### src/rtl/seq_mult8.sv
// seq_mult8: sequential shift-and-add 8x8 unsigned multiplier built around adder8bit.
// Latency: start accepted at edge E0; product and done valid in the cycle after E8 (9-cycle throughput).
// Backpressure: none downstream; start is ignored while busy and accepted again in IDLE or DONE.
//
// Ports:
//   clk, rst_n       clock and synchronous active-low reset
//   start, A, B      request and operands (A multiplicand, B multiplier), latched on acceptance
//   busy             high while the add/shift sequence runs
//   done, Product    one-cycle completion pulse and the 16-bit product, held until the next completion

// adder8bit: 8-bit ripple adder with carry in/out. Purely combinational.
module adder8bit (
  input  logic [7:0] a,
  input  logic [7:0] b,
  input  logic       cin,
  output logic [7:0] sum,
  output logic       cout
);
  assign {cout, sum} = {1'b0, a} + {1'b0, b} + {8'd0, cin};
endmodule

module seq_mult8 #(
  parameter int WIDTH = 8
) (
  input  logic               clk,
  input  logic               rst_n,
  input  logic               start,
  input  logic [WIDTH-1:0]   A,
  input  logic [WIDTH-1:0]   B,
  output logic               busy,
  output logic               done,
  output logic [2*WIDTH-1:0] Product
);

  typedef enum logic [1:0] {
    IDLE = 2'd0,
    RUN  = 2'd1,
    DONE = 2'd2
  } state_t;

  state_t     state_q, state_d;
  logic [7:0] m_q, m_d;
  logic [7:0] acc_q, acc_d;
  logic [7:0] q_q, q_d;
  logic [2:0] cnt_q, cnt_d;
  logic       done_q, done_d;
  logic [15:0] product_q, product_d;

  logic [7:0] add_sum;
  logic       add_cout;
  logic [7:0] step_s;
  logic       step_c;
  logic [7:0] acc_next;
  logic [7:0] q_next;

  adder8bit u_adder (
    .a    (acc_q),
    .b    (m_q),
    .cin  (1'b0),
    .sum  (add_sum),
    .cout (add_cout)
  );

  // Add the multiplicand only when the current multiplier bit is set, then
  // shift the 17-bit {carry, sum, Q} right by one so the carry lands in ACC[7].
  always_comb begin
    step_c   = q_q[0] ? add_cout : 1'b0;
    step_s   = q_q[0] ? add_sum  : acc_q;
    acc_next = {step_c, step_s[7:1]};
    q_next   = {step_s[0], q_q[7:1]};
  end

  always_comb begin
    state_d   = state_q;
    m_d       = m_q;
    acc_d     = acc_q;
    q_d       = q_q;
    cnt_d     = cnt_q;
    done_d    = 1'b0;
    product_d = product_q;
    case (state_q)
      IDLE, DONE: begin
        if (start) begin
          state_d = RUN;
          m_d     = A;
          q_d     = B;
          acc_d   = 8'd0;
          cnt_d   = 3'd0;
        end else begin
          state_d = IDLE;
        end
      end
      RUN: begin
        acc_d = acc_next;
        q_d   = q_next;
        cnt_d = cnt_q + 3'd1;
        if (cnt_q == 3'd7) begin
          product_d = {acc_next, q_next};
          done_d    = 1'b1;
          state_d   = DONE;
        end
      end
      default: state_d = IDLE;
    endcase
  end

  always_ff @(posedge clk) begin
    if (!rst_n) begin
      state_q   <= IDLE;
      m_q       <= 8'd0;
      acc_q     <= 8'd0;
      q_q       <= 8'd0;
      cnt_q     <= 3'd0;
      done_q    <= 1'b0;
      product_q <= 16'h0000;
    end else begin
      state_q   <= state_d;
      m_q       <= m_d;
      acc_q     <= acc_d;
      q_q       <= q_d;
      cnt_q     <= cnt_d;
      done_q    <= done_d;
      product_q <= product_d;
    end
  end

  assign busy    = (state_q == RUN);
  assign done    = done_q;
  assign Product = product_q;

endmodule

### config.mk
export PLATFORM = sky130hd
export DESIGN_NAME = seq_mult8
export DESIGN_NICKNAME = d
export VERILOG_FILES = /design/src/rtl/seq_mult8.sv
export SDC_FILE = /design/constraint.sdc
export NUM_CORES = 1
export LEC_CHECK = 0
export BUFFER_PORTS_ARGS = -buffer_cell sky130_fd_sc_hd__buf_4
export CAP_MARGIN = 5
export CELL_PAD_IN_SITES_DETAIL_PLACEMENT = 0
export CELL_PAD_IN_SITES_GLOBAL_PLACEMENT = 2
export CORE_MARGIN = 3
export CORE_UTILIZATION = 35
export DETAILED_ROUTE_END_ITERATION = 8
export GPL_TIMING_DRIVEN = 0
export PLACE_DENSITY = 0.79
export REMOVE_ABC_BUFFERS = 1
export SLEW_MARGIN = 10
export SYNTH_ARGS = -nofsm -noshare
export SYNTH_HDL_FRONTEND = slang
export SYNTH_SLANG_ARGS = --single-unit
### constraint.sdc
create_clock -name clk -period 5.15 [get_ports clk]
set_input_delay 0.7725 -clock clk [delete_from_list [all_inputs] [get_ports clk]]
set_output_delay 0.7725 -clock clk [all_outputs]
set_load 0.02 [all_outputs]
After elaboration in Yosys (flattened, before gate mapping)
Index checks and enable logic that the tools add are counted.

Register bits: 46.

Reductions and logical operators: 7. Mux-type cells: 12. $add $sub $neg: 2. Eq/ne operators: 5.

Operators by type and width (number): $pmux W8 S2 (2); $mux W8 (3); $add A8 B8 Y9 (1); $reduce_and A2 Y1 (4); $pmux W3 S2 (1); $pmux W2 S2 (1); $add A3 B1 Y3 const B (1); $eq A3 B3 Y1 const B (1); $mux W1 (3); $mux W3 (1); $eq A2 B1 Y1 const B (1); $eq A2 B2 Y1 const B (1); $logic_not A2 Y1 (1); $mux W2 (1); $ne A2 B1 Y1 const B (1); $ne A2 B2 Y1 const B (1); $reduce_bool A2 Y1 (1); $reduce_or A2 Y1 (1).

Longest topological paths before layout
Gate-level depths: netlist (run 1).

Depth after elaboration: 4. Depth in mapped cells: 8. Gate-level depth less buffers: 7.

Cells and area by module
Synthesis (run 1) repeated with hierarchy kept, for this count alone.

Cells, all modules: 254. Area, all modules: 2184.6 sq um.

By module, submodules not included: seq_mult8 (seq. area each 920.9 sq um, area an instance 1853.0 sq um, cells each 214, times used 1); adder8bit (seq. area each 0.0 sq um, area an instance 331.6 sq um, cells each 40, times used 1).

Worst setup path after synthesis (run 1)
OpenSTA, ideal clock, no wires.

Path kind: register -> register. From: register m_q[0]. To: register product_q[13], in the netlist Product[13]. Stages on the path, launching flop included: 8. Data arrival time: 1.726 ns. Required time: 5.076 ns. Setup slack: 3.350 ns. Path buffers: 0. Path through: dfxtp_1 > ha_1 > fa_1 > a21o_1 > a221oi_2 > xnor2_1 > nand2_1 > a31oi_1.

Cells in the longest elaborated chain, start to end: 2.

Ends and longest elaborated chain: start, declared (RTL line 42) `logic [7:0] m_q, m_d;`; start signal, assigned (RTL line 118) `m_q <= m_d;`; $add A8 B8 Y9 (RTL line 19) `assign {cout, sum} = {1'b0, a} + {1'b0, b} + {8'd0, cin};`; $mux W8 (RTL line 68) `step_s = q_q[0] ? add_sum : acc_q;`; end signal, assigned (RTL line 123) `product_q <= product_d;`; end, declared (RTL line 47) `logic [15:0] product_q, product_d;`.

No other way between the ends. A chain may end at the register's enable or synchronous reset.

Worst setup path in the final report (run 1)
From: register state_q[1]. To: output busy.

Cells in the longest elaborated chain, start to end: 1.

Ends and longest elaborated chain: start, declared (RTL line 41) `state_t state_q, state_d;`; start signal, assigned (RTL line 117) `state_q <= state_d;`; $eq A2 B1 Y1 (RTL line 127) `assign busy = (state_q == RUN);`; end, declared (RTL line 30) `output logic busy,`.

No other way between the ends.

==> run_results.csv, run 1 <==
group,metric,value,unit
global_routing,grt_pass1_wl,8.53,mm
yosys,synth.area.mux_share,1.83,%
critical_path,path_buf_inv,2,
placement,dpl_cell_area,0.00248,sq mm
timing,tightest_slew,1030,ps
critical_path,crit_family,"simple AND/OR/NAND/NOR gates",
timing,finalMaxSlewViolations,0,
yosys,yosys-top-cells-area,"dfxtp_1 (42%), nand2_1 (9.4%), ha_1 (5.7%), o211a_1 (4.1%), a21boi_0 (3.8%)",
placement,io_buffers,36,
layout,drive_above_1_share,16.8,%
yosys,synthXorXnorAreaFrac,2.00,%
layout,final_util,43.1,%
yosys,ys.flop_type,"dfxtp_1",
global_routing,overflow,0,
global_routing,grt_pass1_vias,1812,
timing,timing.setup.tns,0,ps
timing,finalHoldViolations,0,
critical_path,worstPathRequired,4380,ps
timing,skew,5.58,ps
critical_path,worstSetupPathType,"flop to output pin",
yosys,ys_async_sr_fraction,0,%
die,start_util,36.6,%
outcome,status,"finished clean",
yosys,synth.largest_area_cell,"dfxtp_1",
routing,ant_nets,0,
yosys,avgSynthCellArea,8.63,sq um
routing,drtPass1Iterations,4,
placement,gp_congestion,0.665,
pwr,p_leak,1.18,nW
clocking,clock_path_buffers,2,
yosys,synth_top_family_by_area,"compound AO/OA/AOI/OAI gates",
timing,fin_crit_sh,52.5,%
timing,finalWorstSetupSlack,2450,ps
critical_path,worstPathArrival,1930,ps
clocking,clk_latency,300,ps
critical_path,path_cells,"nand2b_1, inv_2, buf_4",
layout,layout.nets,309,
yosys,synth_top_area_share,42.0,%
layout,antenna_cells,0,
yosys,ys_types,37,
routing,post_drt_wl_per_cell,13.9,um
global_routing,antenna_found_initial,0,
pwr,power_density,283,mW/mm^2
worst_hold_path,min-delay-path-class,"flop to flop",
yosys,yosys_warnings,0,
die,dieArea,0.00724,sq mm
die,rows,28,
timing,setup_violations,0,
placement,dp_slack,2690,ps
die,die_h,85.1,um
pwr,total_power,0.000732,W
yosys,synth_simple_gate_area_share,20.5,%
die,fp.dieW,85.1,um
routing,first_iter_violations,103,
clocking,cts_tree,"done",
clocking,clock_sinks,46,
yosys,synth_fa_ha_area_share,6.62,%
timing,relSlewSlack,31.2,%
layout,fin_area,0.00258,sq mm
critical_path,crit_path_end_kind,"output pin",
clocking,clk_pin_slew,90,ps
placement,hpwl,3.23,mm
yosys,synth_common_cells,"nand2_1 (55), dfxtp_1 (46), nand3_1 (12)",
yosys,synth-seq-area-share,42.0,%
die,core,0.00599,sq mm
critical_path,cpPeakStageDelay,780,ps
timing,max_clock_freq,0.370,GHz
yosys,synth_cells,254,
die,io_pins,37,
timing,rsz0062_at_grt,"false",
critical_path,critPathLaunchType,"flop",
clocking,cts_resized,0,
critical_path,crit_slowest_cell,"nand2b_1",
routing,drc,0,
yosys,synth_compound_area_share,22.8,%
global_routing,gr-usage-all-layers,14.7,%
yosys,synth_edf_count,0,
pwr,ir_worst_vdd,168,uV
critical_path,path_max_fanout,26,
global_routing,grt_max_degree,49,
routing,vias,1789,
job,drv_cap,0,
clocking,cts_root_buffer,"clkbuf_8",
timing,fin_crit,2700,ps
yosys,ys_ff_latch,46,
routing,routed_via_density,5.04,
yosys,synth_area,0.00219,sq mm
routing,drt_wl_total,4.93,mm
clocking,cts_made_buffers,5,
layout,area_growth,17.9,%
clocking,cts_setup_buffers,0,
yosys,synth_most_common_cell,"nand2_1",
clocking,cts_hold_buf,0,
clocking,cts.htree.levels,2,
==> cell families (layout without fill, tap and decap cells) <==
kind of cell	Yosys count	in the layout
AND/OR/NAND/NOR	98	98
adder cells (fa/ha/maj)	11	11
flip-flops	46	46
buffers and inverters	21	47
AO/OA/AOI/OAI	69	69
multiplexers	4	4
XOR/XNOR	5	5
==> registers in the layout, summed over array words and instances, names as in the netlist <==
signal and count:
cnt_q 3, done 1, q_q 8, Product 16
state_q 2, acc_q 8, m_q 8
==> metal layers <==
| layer | part of all wire, % | GRT usage (%) |
|---|---|---|
| met5 | 0 | 0 |
| met4 | 0.97 | 4.32 |
| met3 | 3.7 | 3.50 |
| met2 | 47 | 24.9 |
| met1 | 48 | 18.5 |
==> worst paths after layout <==
| path | start | end | slack (ps) | depth (start not counted) |
|---|---|---|---|---|
| setup / recovery | state_q[1] | busy | 2450 | 3 |
| hold / removal | Product[0] | Product[0] | 460 | 2 |
| setup reg to reg | state_q[1] | Product[10] | 2680 | 5 |
| hold reg to reg | Product[0] | Product[0] | 460 | 2 |
==> layout by cell type, fill, tap and decap left out, types with 3 or more instances in the layout <==
master,n
a21boi_1,4
dfxtp_1,46
nand3_1,12
and2_1,4
o21ai_0,11
nor2b_1,8
a21o_1,4
a31oi_1,4
ha_1,10
nand2_1,55
nor2_1,6
mux2i_1,4
o21ai_1,4
a21oi_1,10
clkbuf_8,5
a21boi_0,11
nand2b_1,4
xnor2_1,4
buf_4,36
and3_1,3
o211a_1,9
o211ai_1,3
==> where the power goes <==
part / internal, W / switching [W] / leakage [nW]
Clock: 0.000145 / 0.000122 / 0.0524
Sequential: 0.000368 / 0.0000135 / 0.374
Combinational: 0.0000365 / 0.0000463 / 0.749
Total: 0.000550 / 0.000182 / 1.18
==> tightest hold or removal path, cell delays in order (launching register included) <==
cell and delay (ps):
dfxtp_1 320, nand2_1 50, a21boi_1 50
==> layout make-up <==
| cell class | count | area, sq um |
|---|---|---|
| clock inverter | 1 | 30.0 |
| inverter | 3 | 11.3 |
| clock buffer | 7 | 76.3 |
| multi-input combinational | 187 | 1180 |
| sequential | 46 | 921 |
| fill | 620 | 3410 |
| timing repair buffer | 36 | 270 |
| tap | 75 | 93.8 |
==> through the flow <==
stage,hold WS (ps),std cells
6_report,456,355
3_5_place_dp,447,347
2_1_floorplan,444,236
3_3_place_gp,443,347
5_1_grt,482,355
4_1_cts,460,355
No activity file was read; power rests on OpenSTA's default activity.
==> run 2: changes to the inputs <==
ABC_AREA = 1   (was not set)
CORE_UTILIZATION = 32   (was 35)
PLACE_DENSITY = 0.75   (was 0.79)
clock period = 2.7 ns   (was 5.15 ns; I/O delays follow)
==> run 2 against run 1 <==
  * Area after synthesis grew 2.7%
  * Count of clock-buffer cells in the layout unchanged
  * Global-route usage is 1.2 points lower
  * Via count rose by 4.1%
  * Worst setup slack worse by 1600 ps
  * Register-to-register slack worse by 1800 ps
  * Total power increased by 88%
  * Utilization fell by 2.7 points
  * Hold slack worse by 120 ps
  * Clock skew shrank 0.76 ps
  * Synthesized cell count is 12% higher
  * Sequential share of layout area down 0.96 points
  * Largest power group unchanged
==> run_results.csv, run 2 <==
group,metric,value,unit
layout,largest_reg_flops,16,
layout,antenna_cells,0,
yosys,synth_common_cells,"nand2_1 (69), dfxtp_1 (46), nor2_1 (25)",
die,io_pins,37,
clocking,cts_root_buffer,"clkbuf_8",
clocking,cts_resized,0,
global_routing,gr-usage-all-layers,13.5,%
clocking,clk_latency,300,ps
timing,setup_violations,0,
pwr,seqPwrFrac,53.4,%
timing,finalWorstSetupSlack,857,ps
timing,rsz0062_at_grt,"false",
critical_path,worstPathRequired,2900,ps
critical_path,crit_path_end_kind,"flop",
clocking,clk_pin_slew,90,ps
critical_path,r2r_start,"m_q[0]",
placement,gp_congestion,0.731,
routing,routed_via_density,4.54,
outcome,status,"finished clean",
clocking,cts_hold_buf,0,
timing,relSlewSlack,57.6,%
yosys,yosys-top-cells-area,"dfxtp_1 (41%), nand2_1 (12%), ha_1 (5.6%), nand3_1 (5.3%), nor2_1 (4.2%)",
yosys,synth_edf_count,0,
timing,max_clock_freq,0.543,GHz
routing,vias,1862,
clocking,cts.htree.levels,2,
pwr,p_clk_share,32.2,%
yosys,ys.flop_type,"dfxtp_1",
routing,ant_nets,0,
pwr,power_density,519,mW/mm^2
routing,first_iter_violations,79,
layout,layout_commonest_cell,"nand2_1",
pwr,comb_power_share,14.4,%
yosys,yosys_warnings,0,
placement,hpwl,3.69,mm
yosys,synth_cells,284,
clocking,clock_sinks,46,
timing,fin_crit,1840,ps
yosys,ys_ff_latch,46,
die,dieArea,0.00807,sq mm
pwr,power.internal,0.000991,W
timing,fin_crit_sh,68.2,%
yosys,ys_types,36,
worst_hold_path,min-delay-path-class,"input pin to flop",
global_routing,overflow,0,
yosys,synth.largest_area_cell,"dfxtp_1",
clocking,cts_made_buffers,5,
timing,tightest_slew,635,ps
clocking,cts_tree,"done",
die,fp.dieW,89.8,um
yosys,synth-seq-area-share,40.9,%
critical_path,startpoint,"m_q[0]",
routing,drt_wl_total,5.36,mm
placement,dp_slack,861,ps
pwr,p_leak,1.22,nW
clocking,cts_setup_buffers,0,
global_routing,grt_max_degree,34,
die,die_h,89.8,um
layout,layout.nets,346,
layout,final_cell_mix,"nand2_1 (69), dfxtp_1 (46), buf_4 (36)",
routing,drc,0,
yosys,synth_top_area_share,40.9,%
yosys,ys_async_sr_fraction,0,%
timing,finalMaxSlewViolations,0,
yosys,synth_most_common_cell,"nand2_1",
yosys,avgSynthCellArea,7.92,sq um
global_routing,antenna_found_initial,0,
layout,drive_above_1_share,23.0,%
critical_path,worstPathArrival,2050,ps
critical_path,path_max_fanout,3,
global_routing,grt_pass1_wl,8.80,mm
die,rows,29,
global_routing,grt_pass1_vias,1779,
pwr,ir_worst_vdd,216,uV
die,start_util,34.3,%
layout,area_growth,18.0,%
job,drv_cap,0,
worst_hold_path,worstHoldStart,"B[6]",
clocking,clock_path_buffers,2,
routing,post_drt_wl_per_cell,13.1,um
critical_path,critPathLaunchType,"flop",
pwr,p_sw_share,28.0,%
critical_path,worstSetupPathType,"flop to flop",
timing,skew,4.82,ps
pwr,p_sw,0.000386,W
yosys,synth_area,0.00225,sq mm
placement,io_buffers,36,
routing,drtPass1Iterations,4,
die,core,0.00657,sq mm
timing,finalHoldViolations,0,
timing,timing.setup.tns,0,ps
## run 2: cell count changes in the layout (fill, tap and decap cells not counted), sizes merged, moves of 5 or more
cell	before	now
nor2	6	28
o211a	9	0
nor2b	9	0
a21boi	15	0
a21oi	10	15
inv	3	25
nand3	12	27
o221ai	0	5
o21ai	15	22
nand2	55	72
## run 2: layer usage
metal	share of wire [%]	track usage, %
met5	0	0
met1	50	17.6
met3	4.2	3.17
met2	44	21.9
met4	1.2	4.60
## run 2: path summary, 6_finish.rpt
check / depth (start not counted) / end / slack (ps)
setup / recovery: 12 / Product[13] / 860
hold reg to reg: 2 / Product[7] / 470
hold / removal: 3 / q_q[6] / 330
setup reg to reg: 12 / Product[13] / 860
## run 2: kinds of logic (layout without fill, tap and decap cells)
logic type / after synthesis / after routing / synth area share, %
adders and majority gates: 11 / 11 / 6.45
AOI/OAI and AO/OA: 51 / 51 / 14.8
DFF: 46 / 46 / 40.9
xor gates and xnor gates: 1 / 1 / 0.389
and+or+nand+nor: 139 / 139 / 29.6
buffers and inverters: 36 / 69 / 7.79
## run 2: worst max-delay path, cell delays in order, from the launching register on
cell      delay [ps]
dfxtp_1          340
ha_1             230
fa_1             410
nand2_1           80
nand2_1           90
nand3b_1         140
nand2_1           90
nand2_1           60
nand3_1           80
nand2_1          100
nand2_1           50
nand2_1           50
inv_1             30
## run 2: cell type report
cell class | instances | area, sq um
multi-input combinational | 202 | 1150
sequential | 46 | 921
inverter | 25 | 101
clock inverter | 1 | 5.00
fill | 724 | 3910
timing repair buffer | 36 | 270
clock buffer | 7 | 86.3
tap | 93 | 116
## run 2: metrics by stage
step | total power, W | utilization (%) | hold slack (ps) | std cells | cell area, sq um
2_1_floorplan | 0.000879 | - | 432 | 273 | 2180
3_3_place_gp | 0.000954 | 39.0 | 452 | 402 | 2560
3_5_place_dp | 0.000954 | 39.0 | 457 | 402 | 2560
4_1_cts | 0.00140 | 40.4 | 326 | 410 | 2650
5_1_grt | 0.00145 | 40.4 | 348 | 410 | 2650
6_report | 0.00138 | 40.4 | 331 | 410 | 2650
## run 2: power by group through the flow
stage          Clock (W)  Combinational [W]  Sequential, W
3_3_place_gp           0           0.000201       0.000753
6_report        0.000443           0.000199       0.000736
5_1_grt         0.000485           0.000225       0.000741
4_1_cts         0.000462           0.000204       0.000736
3_5_place_dp           0           0.000202       0.000752
2_1_floorplan          0           0.000136       0.000743
==> run 3: changes to the inputs <==
CORE_UTILIZATION = 29   (was 32)
PLACE_DENSITY = 0.71   (was 0.75)
clock period = 1.5 ns   (was 2.7 ns; I/O delays follow)
==> run 3 against run 2 <==
  * The flow now finishes with violations (setup timing)
  * Clock power rose by 110%
  * Cell area is 8.2% higher
  * Largest power group unchanged
  * Sequential share of layout area decreased by 1.8 points
  * Highest routed layer unchanged
  * Non-clock buffer count is 3 higher
  * Fmax grew 9.1%
  * Sequential power up 82%
  * Critical path type unchanged
  * Clock skew grew 1.6 ps
  * Combinational power rose by 100%
  * Hold slack worse by 180 ps
==> run_results.csv, run 3 (synthesized netlist as in run 2, its figures left out) <==
group,metric,value,unit
critical_path,worstPathArrival,1900,ps
critical_path,cpPeakStageDelay,370,ps
outcome,status,"finished with violations",
critical_path,path_buf_inv,1,
worst_hold_path,min-delay-path-class,"input pin to flop",
timing,fin_crit_sh,113,%
global_routing,grt_max_degree,34,
die,io_pins,37,
routing,ant_nets,0,
layout,num-fill-cells,812,
clocking,cts.htree.levels,2,
layout,antenna_cells,0,
global_routing,grt_pass1_wl,9.32,mm
critical_path,cp_common_cell,"nand2_1",
critical_path,crit_family,"simple AND/OR/NAND/NOR gates",
timing,fin_crit,1690,ps
die,die_h,94.1,um
placement,gp_congestion,0.714,
layout,drive_above_1_share,33.6,%
critical_path,path_cells,"ha_4, fa_2, nand2_2, nand2_2, nand3b_1, nand2_1, nand2_1, nand3_2, nand2_1, nand2_1, nand2_1, inv_1",
pwr,ir_worst_vdd,545,uV
layout,final_cell_mix,"nand2_1 (63), buf_4 (39), dfxtp_1 (32)",
global_routing,overflow,0,
clocking,cts_hold_buf,0,
clocking,cts_tree,"done",
die,dieArea,0.00885,sq mm
pwr,power_density,931,mW/mm^2
timing,max_clock_freq,0.592,GHz
critical_path,crit_slowest_cell,"dfxtp_4",
die,fp.dieW,94.1,um
placement,hpwl,3.73,mm
layout,area_growth,27.6,%
clocking,clock_sinks,46,
global_routing,gr-usage-all-layers,13.6,%
timing,hold_ws,151,ps
placement,io_buffers,36,
outcome,failed_checks,"setup timing",
routing,vias,1918,
timing,finalMaxSlewViolations,0,
placement,dpl.cell_count,408,
timing,finalWorstSetupSlack,-189,ps
routing,drtPass1Iterations,4,
clocking,clk_pin_slew,90,ps
critical_path,crit_path_end_kind,"flop",
job,drv_cap,0,
timing,rsz0062_at_grt,"true",
layout,layout.cells.non_filler,420,
global_routing,grt_pass1_vias,1799,
routing,drt_wl_total,5.67,mm
routing,drc,0,
routing,routed_via_density,4.57,
layout,multi_input_area,0.00130,sq mm
timing,tightest_slew,434,ps
critical_path,path_max_fanout,2,
layout,final_util,39.0,%
layout,layout.nets,350,
clocking,clk_latency,300,ps
layout,largest_reg_flops,16,
die,core,0.00737,sq mm
die,start_util,30.5,%
critical_path,critPathLaunchType,"flop",
critical_path,worstSetupPathType,"flop to flop",
clocking,clock_path_buffers,2,
clocking,cts_root_buffer,"clkbuf_8",
critical_path,worstPathRequired,1710,ps
pwr,p_leak,1.25,nW
timing,relSlewSlack,71.1,%
die,rows,31,
timing,finalHoldViolations,0,
layout,regArea,946,sq um
global_routing,antenna_found_initial,0,
routing,post_drt_wl_per_cell,13.5,um
routing,first_iter_violations,62,
timing,setup_violations,9,
layout,layout_commonest_cell,"nand2_1",
timing,skew,6.47,ps
clocking,cts_made_buffers,5,
run 3: final timing paths:
kind | cells after the start | end | slack, ps | start
max | 12 | Product[13] | -190 | m_q[0]
min | 3 | q_q[2] | 150 | B[2]
max reg2reg | 12 | Product[13] | -190 | m_q[0]
min reg2reg | 2 | Product[8] | 470 | Product[8]
run 3: per-layer routing:
layer	global-route usage, %	wire, um	share of wire (%)	vias to the layer above
met4	3.61	46	0.81	0
met5	0	0	0	-
met3	2.80	210	3.7	4
met2	20.8	2470	44	36
li1	-	-	-	1013
met1	19.4	2940	52	865
run 3: layout make-up:
cell class | instances | area share [%]
multi-input cells | 203 | 45.2
flip-flops and latches | 46 | 32.9
repair buffers | 39 | 10.2
well taps | 99 | 4.31
inverters | 25 | 3.53
clock buffers | 6 | 2.53
clock inverters | 2 | 1.31
run 3: worst register-to-register path, cell delays in order (launching register included):
cell and delay [ps]:
dfxtp_4 370, ha_4 160, fa_2 370, nand2_2 70, nand2_2 50, nand3b_1 120
nand2_1 100, nand2_1 80, nand3_2 80, nand2_1 80, nand2_1 50, nand2_1 50
inv_1 30
run 3: where the power goes:
| group | internal (W) | switching [W] | total (W) |
|---|---|---|---|
| registers | 0.00128 | 0.0000608 | 0.00134 |
| clock network | 0.000498 | 0.000442 | 0.000940 |
| logic | 0.000162 | 0.000236 | 0.000398 |
| total | 0.00194 | 0.000738 | 0.00267 |
run 3: what timing repair did:
item,CTS,global route
gates cloned,1,0
buffers inserted,1,2
resized for setup,16,25
hold endpoints to repair,0,0
setup endpoints to repair,17,17
pin swaps,5,8
run 3: stage by stage:
stage | cell area, sq um | power (W) | worst slack, ps | TNS [ps]
after floorplan | 2180 | 0.00158 | -108 | -296
after global placement | 2570 | 0.00172 | -362 | -2110
after detailed placement | 2570 | 0.00172 | -351 | -2060
after CTS | 2770 | 0.00270 | -207 | -1120
after global routing | 2870 | 0.00283 | -319 | -2340
final | 2870 | 0.00267 | -189 | -1160
